File: config.mk
export PLATFORM = sky130hd
export DESIGN_NAME = crouchpunch_sprite_fetch
export DESIGN_NICKNAME = d
export VERILOG_FILES = /design/src/rtl/crouchpunch_sprite_fetch.sv
export SDC_FILE = /design/constraint.sdc
export NUM_CORES = 1
export LEC_CHECK = 0
export BUFFER_PORTS_ARGS = -buffer_cell sky130_fd_sc_hd__buf_4
export CORE_AREA = 2 2 73 75
export DETAILED_ROUTE_END_ITERATION = 8
export DIE_AREA = 0 0 75 77
export GPL_TIMING_DRIVEN = 0
export PLACE_DENSITY = 0.84
export REMOVE_ABC_BUFFERS = 1
export SYNTH_ARGS = -nofsm -noshare
export SYNTH_HDL_FRONTEND = slang
export SYNTH_SLANG_ARGS = --single-unit
export TNS_END_PERCENT = 30
File: constraint.sdc
create_clock -name Clk -period 3.65 [get_ports Clk]
set_clock_uncertainty 0.1 [all_clocks]
set_input_delay 0.5475 -clock Clk [delete_from_list [all_inputs] [get_ports Clk]]
set_output_delay 0.5475 -clock Clk [all_outputs]
set_load 0.01 [all_outputs]
File: src/rtl/crouchpunch_sprite_fetch.sv
// Crouch-punch sprite fetch: attack animation FSM, mirrored sprite ROM addressing,
// and a fixed three-cycle pixel pipeline that delivers a colour index with index-0 transparency.
module crouchpunch_sprite_fetch #(
   parameter int SPR_W         = 64,
   parameter int SPR_H         = 64,
   parameter int FRAMES        = 3,
   parameter int FRAME_TICKS   = 6,
   parameter int RECOVER_TICKS = 8,
   parameter int ADDR_W        = 14
) (
   input  logic              Clk,
   input  logic              Reset_n,
   input  logic              vsync_tick,
   input  logic              punch_req,
   input  logic              facing_left,
   input  logic [9:0]        spr_x,
   input  logic [9:0]        spr_y,
   input  logic [9:0]        DrawX,
   input  logic [9:0]        DrawY,
   input  logic              pix_valid,
   output logic [ADDR_W-1:0] rom_addr,
   input  logic [3:0]        rom_q,
   output logic [3:0]        pal_index,
   output logic              sprite_on,
   output logic              out_valid,
   output logic              busy,
   output logic [1:0]        anim_frame
);

   // state   | meaning
   // IDLE    | waiting for a latched punch edge; frame 0 shown
   // PLAY    | stepping frames 0..FRAMES-1, FRAME_TICKS vsync ticks each
   // RECOVER | last frame held for RECOVER_TICKS ticks, punches ignored
   typedef enum logic [1:0] {IDLE, PLAY, RECOVER} state_t;

   localparam int TMAX  = (FRAME_TICKS > RECOVER_TICKS) ? FRAME_TICKS : RECOVER_TICKS;
   localparam int CNT_W = $clog2(TMAX + 1);
   localparam int COL_W = $clog2(SPR_W);

   state_t            state_q, state_d;
   logic [1:0]        frame_q, frame_d;
   logic [CNT_W-1:0]  cnt_q, cnt_d;
   logic              pend_q, pend_d;
   logic              face_q, face_d;
   logic              punch_q;
   logic              punch_rise;

   assign punch_rise = punch_req && !punch_q;

   // punch_q resets high so a button held through reset is not seen as a fresh press
   always_ff @(posedge Clk or negedge Reset_n) begin
      if (!Reset_n) begin
         state_q <= IDLE;
         frame_q <= '0;
         cnt_q   <= '0;
         pend_q  <= 1'b0;
         face_q  <= 1'b0;
         punch_q <= 1'b1;
      end else begin
         state_q <= state_d;
         frame_q <= frame_d;
         cnt_q   <= cnt_d;
         pend_q  <= pend_d;
         face_q  <= face_d;
         punch_q <= punch_req;
      end
   end

   always_comb begin
      state_d = state_q;
      frame_d = frame_q;
      cnt_d   = cnt_q;
      pend_d  = pend_q;
      face_d  = face_q;
      if (vsync_tick) face_d = facing_left;
      case (state_q)
         IDLE: begin
            frame_d = '0;
            if (punch_rise) pend_d = 1'b1;
            if (vsync_tick && pend_q) begin
               state_d = PLAY;
               cnt_d   = '0;
               pend_d  = 1'b0;
            end
         end
         PLAY: begin
            if (vsync_tick) begin
               if (cnt_q == CNT_W'(FRAME_TICKS - 1)) begin
                  cnt_d = '0;
                  if (frame_q == 2'(FRAMES - 1)) state_d = RECOVER;
                  else                           frame_d = frame_q + 2'd1;
               end else begin
                  cnt_d = cnt_q + 1'b1;
               end
            end
         end
         RECOVER: begin
            if (vsync_tick) begin
               if (cnt_q == CNT_W'(RECOVER_TICKS - 1)) begin
                  state_d = IDLE;
                  frame_d = '0;
                  cnt_d   = '0;
               end else begin
                  cnt_d = cnt_q + 1'b1;
               end
            end
         end
         default: state_d = IDLE;
      endcase
   end

   assign busy       = (state_q != IDLE);
   assign anim_frame = frame_q;

   logic [10:0]       x_ext, y_ext, sx_ext, sy_ext, dy;
   logic [COL_W-1:0]  dx_col, col;
   logic              in_box;
   logic [ADDR_W-1:0] addr_d;

   assign x_ext  = {1'b0, DrawX};
   assign y_ext  = {1'b0, DrawY};
   assign sx_ext = {1'b0, spr_x};
   assign sy_ext = {1'b0, spr_y};
   assign dy     = y_ext - sy_ext;
   // only the low column bits of dx are ever used inside the box
   assign dx_col = DrawX[COL_W-1:0] - spr_x[COL_W-1:0];
   assign col    = face_q ? ~dx_col : dx_col;

   assign in_box = pix_valid
                && (x_ext >= sx_ext) && (x_ext < sx_ext + 11'(SPR_W))
                && (y_ext >= sy_ext) && (y_ext < sy_ext + 11'(SPR_H));

   assign addr_d = ADDR_W'(frame_q) * ADDR_W'(SPR_W * SPR_H)
                 + ADDR_W'(dy) * ADDR_W'(SPR_W)
                 + ADDR_W'(col);

   logic [ADDR_W-1:0] addr_q;
   logic              box1_q, box2_q, vld1_q, vld2_q;
   logic [3:0]        pal_q, pal_d;
   logic              on_q, on_d, ov_q;

   assign on_d  = box2_q && (rom_q != 4'd0);
   assign pal_d = on_d ? rom_q : 4'd0;

   always_ff @(posedge Clk or negedge Reset_n) begin
      if (!Reset_n) begin
         addr_q <= '0;
         box1_q <= 1'b0;
         box2_q <= 1'b0;
         vld1_q <= 1'b0;
         vld2_q <= 1'b0;
         pal_q  <= '0;
         on_q   <= 1'b0;
         ov_q   <= 1'b0;
      end else begin
         if (in_box) addr_q <= addr_d;
         box1_q <= in_box;
         box2_q <= box1_q;
         vld1_q <= pix_valid;
         vld2_q <= vld1_q;
         pal_q  <= pal_d;
         on_q   <= on_d;
         ov_q   <= vld2_q;
      end
   end

   assign rom_addr  = addr_q;
   assign pal_index = pal_q;
   assign sprite_on = on_q;
   assign out_valid = ov_q;

endmodule

After elaboration in Yosys (flattened, before gate mapping)
Cells that the tools add are included.

Register bits after elaboration: 35. Bits in latches: 0. Memory bits (writable): 0. ROM bits: 0. Word-level logic and storage cells: 77. Memories kept: 0.

Add/sub/neg operators: 8. $mul: 0. Div/mod/pow operators: 0. Order comparisons: 4. Equality and inequality tests: 12. Shift-type cells: 0. Multiplexer cells: 21. Bitwise operators: 1. Reduce and logical (&&, ||, !) cells: 17.

Operator list (number): two-way mux 4 bit (6); adder 10 x 7 -> 11 bit (second input constant) (2); < comparator 10 x 11 -> 1 bit (2); greater-or-equal comparator 10 bit (2); two-way mux 2 bit (9); adder 14 bit (1); adder 14 x 6 -> 14 bit (1); != test 2 bit (second input constant) (7); case mux 2 bit (3 select lines) (2); case mux 4 bit (3 select lines) (1); AND reduction 6 bit (2); == test 4 x 3 -> 1 bit (second input constant) (2); subtractor 8 bit (1); logical AND 1 bit (7); two-way mux 6 bit (1); NOT 6 bit (1); subtractor 6 bit (1); adder 4 x 1 -> 4 bit (second input constant) (1); == test 2 bit (second input constant) (2); AND reduction 4 bit (1); nonzero test 2 bit (2); nonzero test 4 bit (1); nonzero test 3 bit (1); adder 2 x 1 -> 2 bit (second input constant) (1); 5 further kinds (6).

Longest topological paths before layout
Depth after elaboration: 5. Gate-level depth with buffers: 13. Gate-level depth less buffers: 13.

Least setup slack after synthesis
Ideal clock, no wire load.

Kind: input port to flip-flop. From: input port DrawY[0]. To: register addr_q[13], in the netlist rom_addr[13]. Arrival: 2.581 ns. Data required time: 3.425 ns. Path slack: 0.844 ns. Stages: 13. Cell sequence: inv_1 ha_1 fa_1 nor2b_1 o31a_1 o21a_1 nor2_1 xnor2_1 ha_1 xnor2_1 xnor2_1 xnor2_1 mux2_2.

Word-level cells in the longest chain between the ends: 3.

RTL lines: start, declared (RTL line 19) `input logic [9:0] DrawY,`; subtractor 8 bit or greater-or-equal comparator 10 bit (tied branches) (RTL line 124, 131); adder 14 bit or logical AND 1 bit (tied branches) (RTL line 134, 131); adder 14 x 6 -> 14 bit or logical AND 1 bit (tied branches) (RTL line 135, 131); end signal, assigned (RTL line 156) `if (in_box) addr_q <= addr_d;`; end, declared (RTL line 137) `logic [ADDR_W-1:0] addr_q;`.

Parallel ways exist; a longest one is shown, timed or not. A chain may end at the register's enable or synchronous reset.

Worst setup path after layout
From: input port spr_y[0]. To: register addr_q[13], in the netlist rom_addr[13].

Word-level cells in the longest chain between the ends: 3.

RTL lines: start, declared (RTL line 17) `input logic [9:0] spr_y,`; subtractor 8 bit (tied with other cells) (RTL line 124) `assign dy = y_ext - sy_ext;`; adder 14 bit (tied with other cells) (RTL line 134) `+ ADDR_W'(dy) * ADDR_W'(SPR_W)`; adder 14 x 6 -> 14 bit or logical AND 1 bit (tied branches) (RTL line 135, 131).

Parallel ways exist; a longest one is shown, timed or not.

==> metrics.csv <==
metric;value;unit
Avg WL per Cell;12.5;um
placer congestion estimate;0.829;
GRT Util Overall;19.1;%
vias in the first global route;2018;
clk buf depth;2;
Total Neg Setup Slack;0;ns
fin crit period;2.75;ns
CP startpoint kind;input port;
clk root buf;clkbuf_8;
Hold Crit Class;in2async;
ratio of cells with drive above 1 in the final layout;28.7;%
diodes inserted;0;
footprint of the multi-input gates;1580;sq um
max_cap viols;0;
Row Count;26;
Top delay family on crit path;adder cells;
CP Data Arrival Time;2.82;ns
Final Hold Fails;0;
Setup Buffers After CTS;0;
Mapped Cells;264;
placed cells;403;
Detailed Routing Iterations Pass 1;4;
Buf/Inv on CP;1;
Chip Height;77;um
post-CTS resize count;0;
crit path max-delay cell type;fa_1;
Slew Viols, Final;0;
CP max stage delay;0.41;ns
number of buffers added on ports;72;
H-tree depth;2;
R2R cell count;8;
mapped cell area;2630;sq um
number of synthesized register bits;35;
status;complete, no violations;
IO Pins;73;
period utilization;75.2;%
Worst-Margin Slew;0.415;ns
dominant synthesized flop cell;dfrtp_1;
Max VDD drop;0.245;mV
Antenna Violating Nets Remaining;0;
total gr overflow;0;
Synth warnings;0;
RSZ-0062 raised after global routing;no;
initial antenna violation count;0;
Non-Filler Instances;411;
DR vias;2128;
Iter 0 DRT Violations;64;
post-synthesis async set-or-reset flop share;100;%
most frequent cells in the layout;buf_4 (72), inv_1 (39), ha_1 (38), dfrtp_1 (34), xnor2_1 (19);
Static Leak;1.76;nW
dpl cell area;3240;sq um
die width;75;um
cells along the critical path;buf_4, ha_1, fa_1, nor2b_1, o31a_1, o21a_1, nor2_1, xnor2_1, ha_1, xnor2_1, xnor2_1, xnor2_1, mux2_2;
Synth cell types;49;
sequential element share of the synthesized area;33.4;%
hpwl dp;4390;um
Reg area;877;sq um
PwrDens;511;nW/um^2
DRC viols;0;
Die Area;5780;sq um
largest net degree at the start of global routing;36;
synth-to-layout area growth;26.3;%
Num CTS Buffers;5;
max frequency;364;MHz
number of flops mapped to enable cells by yosys;0;
clock-pin slew on the worst setup and hold paths;0.07;ns
worst hold slack;0.0909;ns
hold_buf cts;0;
Critical Path Sink Type;flip-flop;
WS Path Type;in2reg;
Sink Count;35;
Finished Cell Area;3320;sq um
Final nets;430;
most used cell, CP;xnor2_1;
first-pass GRT wire length;8590;um
Final setup viols;0;
DR vias/cell;5.18;
CTS tree;yes;
WP data required;3.73;ns
most common cell after layout, fill and taps aside;buf_4;
Max FO, Critical Path;3;
fillers;413;
core area;4980;sq um
Syn Area/Cell;9.95;sq um
Initial Util;52.8;%
clk_lat worst skew;0.29;ns
Slew Limit Headroom;72.3;%
WP depth;13;
Total Wirelength;5120;um
==> flip-flops by register name, indices dropped and copies added (netlist names), 2 cells and up <==
name	count
anim_frame	2
rom_addr	14
cnt_q	4
state_q	2
pal_index	4
==> final cells by class <==
type / count / share of cell area [%]
Clock inverter: 1 / 0.151
Sequential cell: 35 / 26.4
Inverter: 39 / 4.41
Clock buffer: 7 / 2.30
Multi-Input combinational cell: 187 / 47.8
Timing Repair Buffer: 72 / 16.3
Tap cell: 70 / 2.64
==> path summary, 6_finish.rpt <==
kind / from / endpoint / slack, ns
setup / recovery: spr_y[0] / rom_addr[13] / 0.90
hold / removal: Reset_n / cnt_q[3] / 0.09
setup reg to reg: state_q[1] / cnt_q[3] / 1.78
hold reg to reg: box1_q / box2_q / 0.25
max in group asynchronous: Reset_n / punch_q / 3.03
min in group Clk: box1_q / box2_q / 0.25
==> cell families (layout without fill, tap and decap cells) <==
kind of cell	count (synthesis)	count (layout)	synth area share, %
AOI/OAI and AO/OA	56	56	15.0
xor gates and xnor gates	20	20	6.67
adders and majority gates	40	40	19.6
buffers and inverters	42	119	6.29
DFF	35	35	33.4
muxes	16	16	7.53
and+or+nand+nor	55	55	11.5
==> through the flow <==
step / total power, mW / setup WS [ns] / util [%]
global placement: 1.41 / 0.627 / 65.0
detailed placement: 1.45 / 0.584 / 65.0
global route: 1.82 / 0.732 / 66.6
CTS: 1.71 / 0.887 / 66.6
finish: 1.69 / 0.904 / 66.6
floorplan: 1.12 / 0.844 / -
==> where the power goes <==
group	total [mW]	internal, mW	switching [mW]
clock	0.263	0.134	0.130
combinational	0.815	0.430	0.385
sequential	0.615	0.516	0.0987
==> routing by layer <==
layer / vias to the layer above / GRT usage [%] / share of wire (%)
met3: 9 / 2.37 / 4.5
met1: 1008 / 23.5 / 42
met2: 51 / 32.5 / 51
met4: 0 / 8.39 / 2.0
li1: 1060 / - / -
met5: - / 0 / 0
==> cells in the mapped netlist, types with 2 or more instances <==
cell type	number	area share [%]
nand4_1	3	0.71
nor3_1	5	0.95
ha_1	38	18
o21a_1	4	1.1
clkbuf_1	2	0.29
nor2b_1	3	0.71
xnor2_1	19	6.3
nand3_1	7	1.3
mux2_2	6	2.6
inv_1	39	5.6
nand2b_1	4	0.95
dfrtp_1	34	32
mux2_4	6	3.4
o21ai_0	9	1.7
and2_1	5	1.2
nand2_1	12	1.7
a31oi_1	4	0.95
fa_1	2	1.5
nor2_1	9	1.3
a21oi_1	15	2.9
o31ai_1	2	0.57
mux2i_1	4	1.5
a21o_1	6	1.7
(Power assumes the default switching activity.)
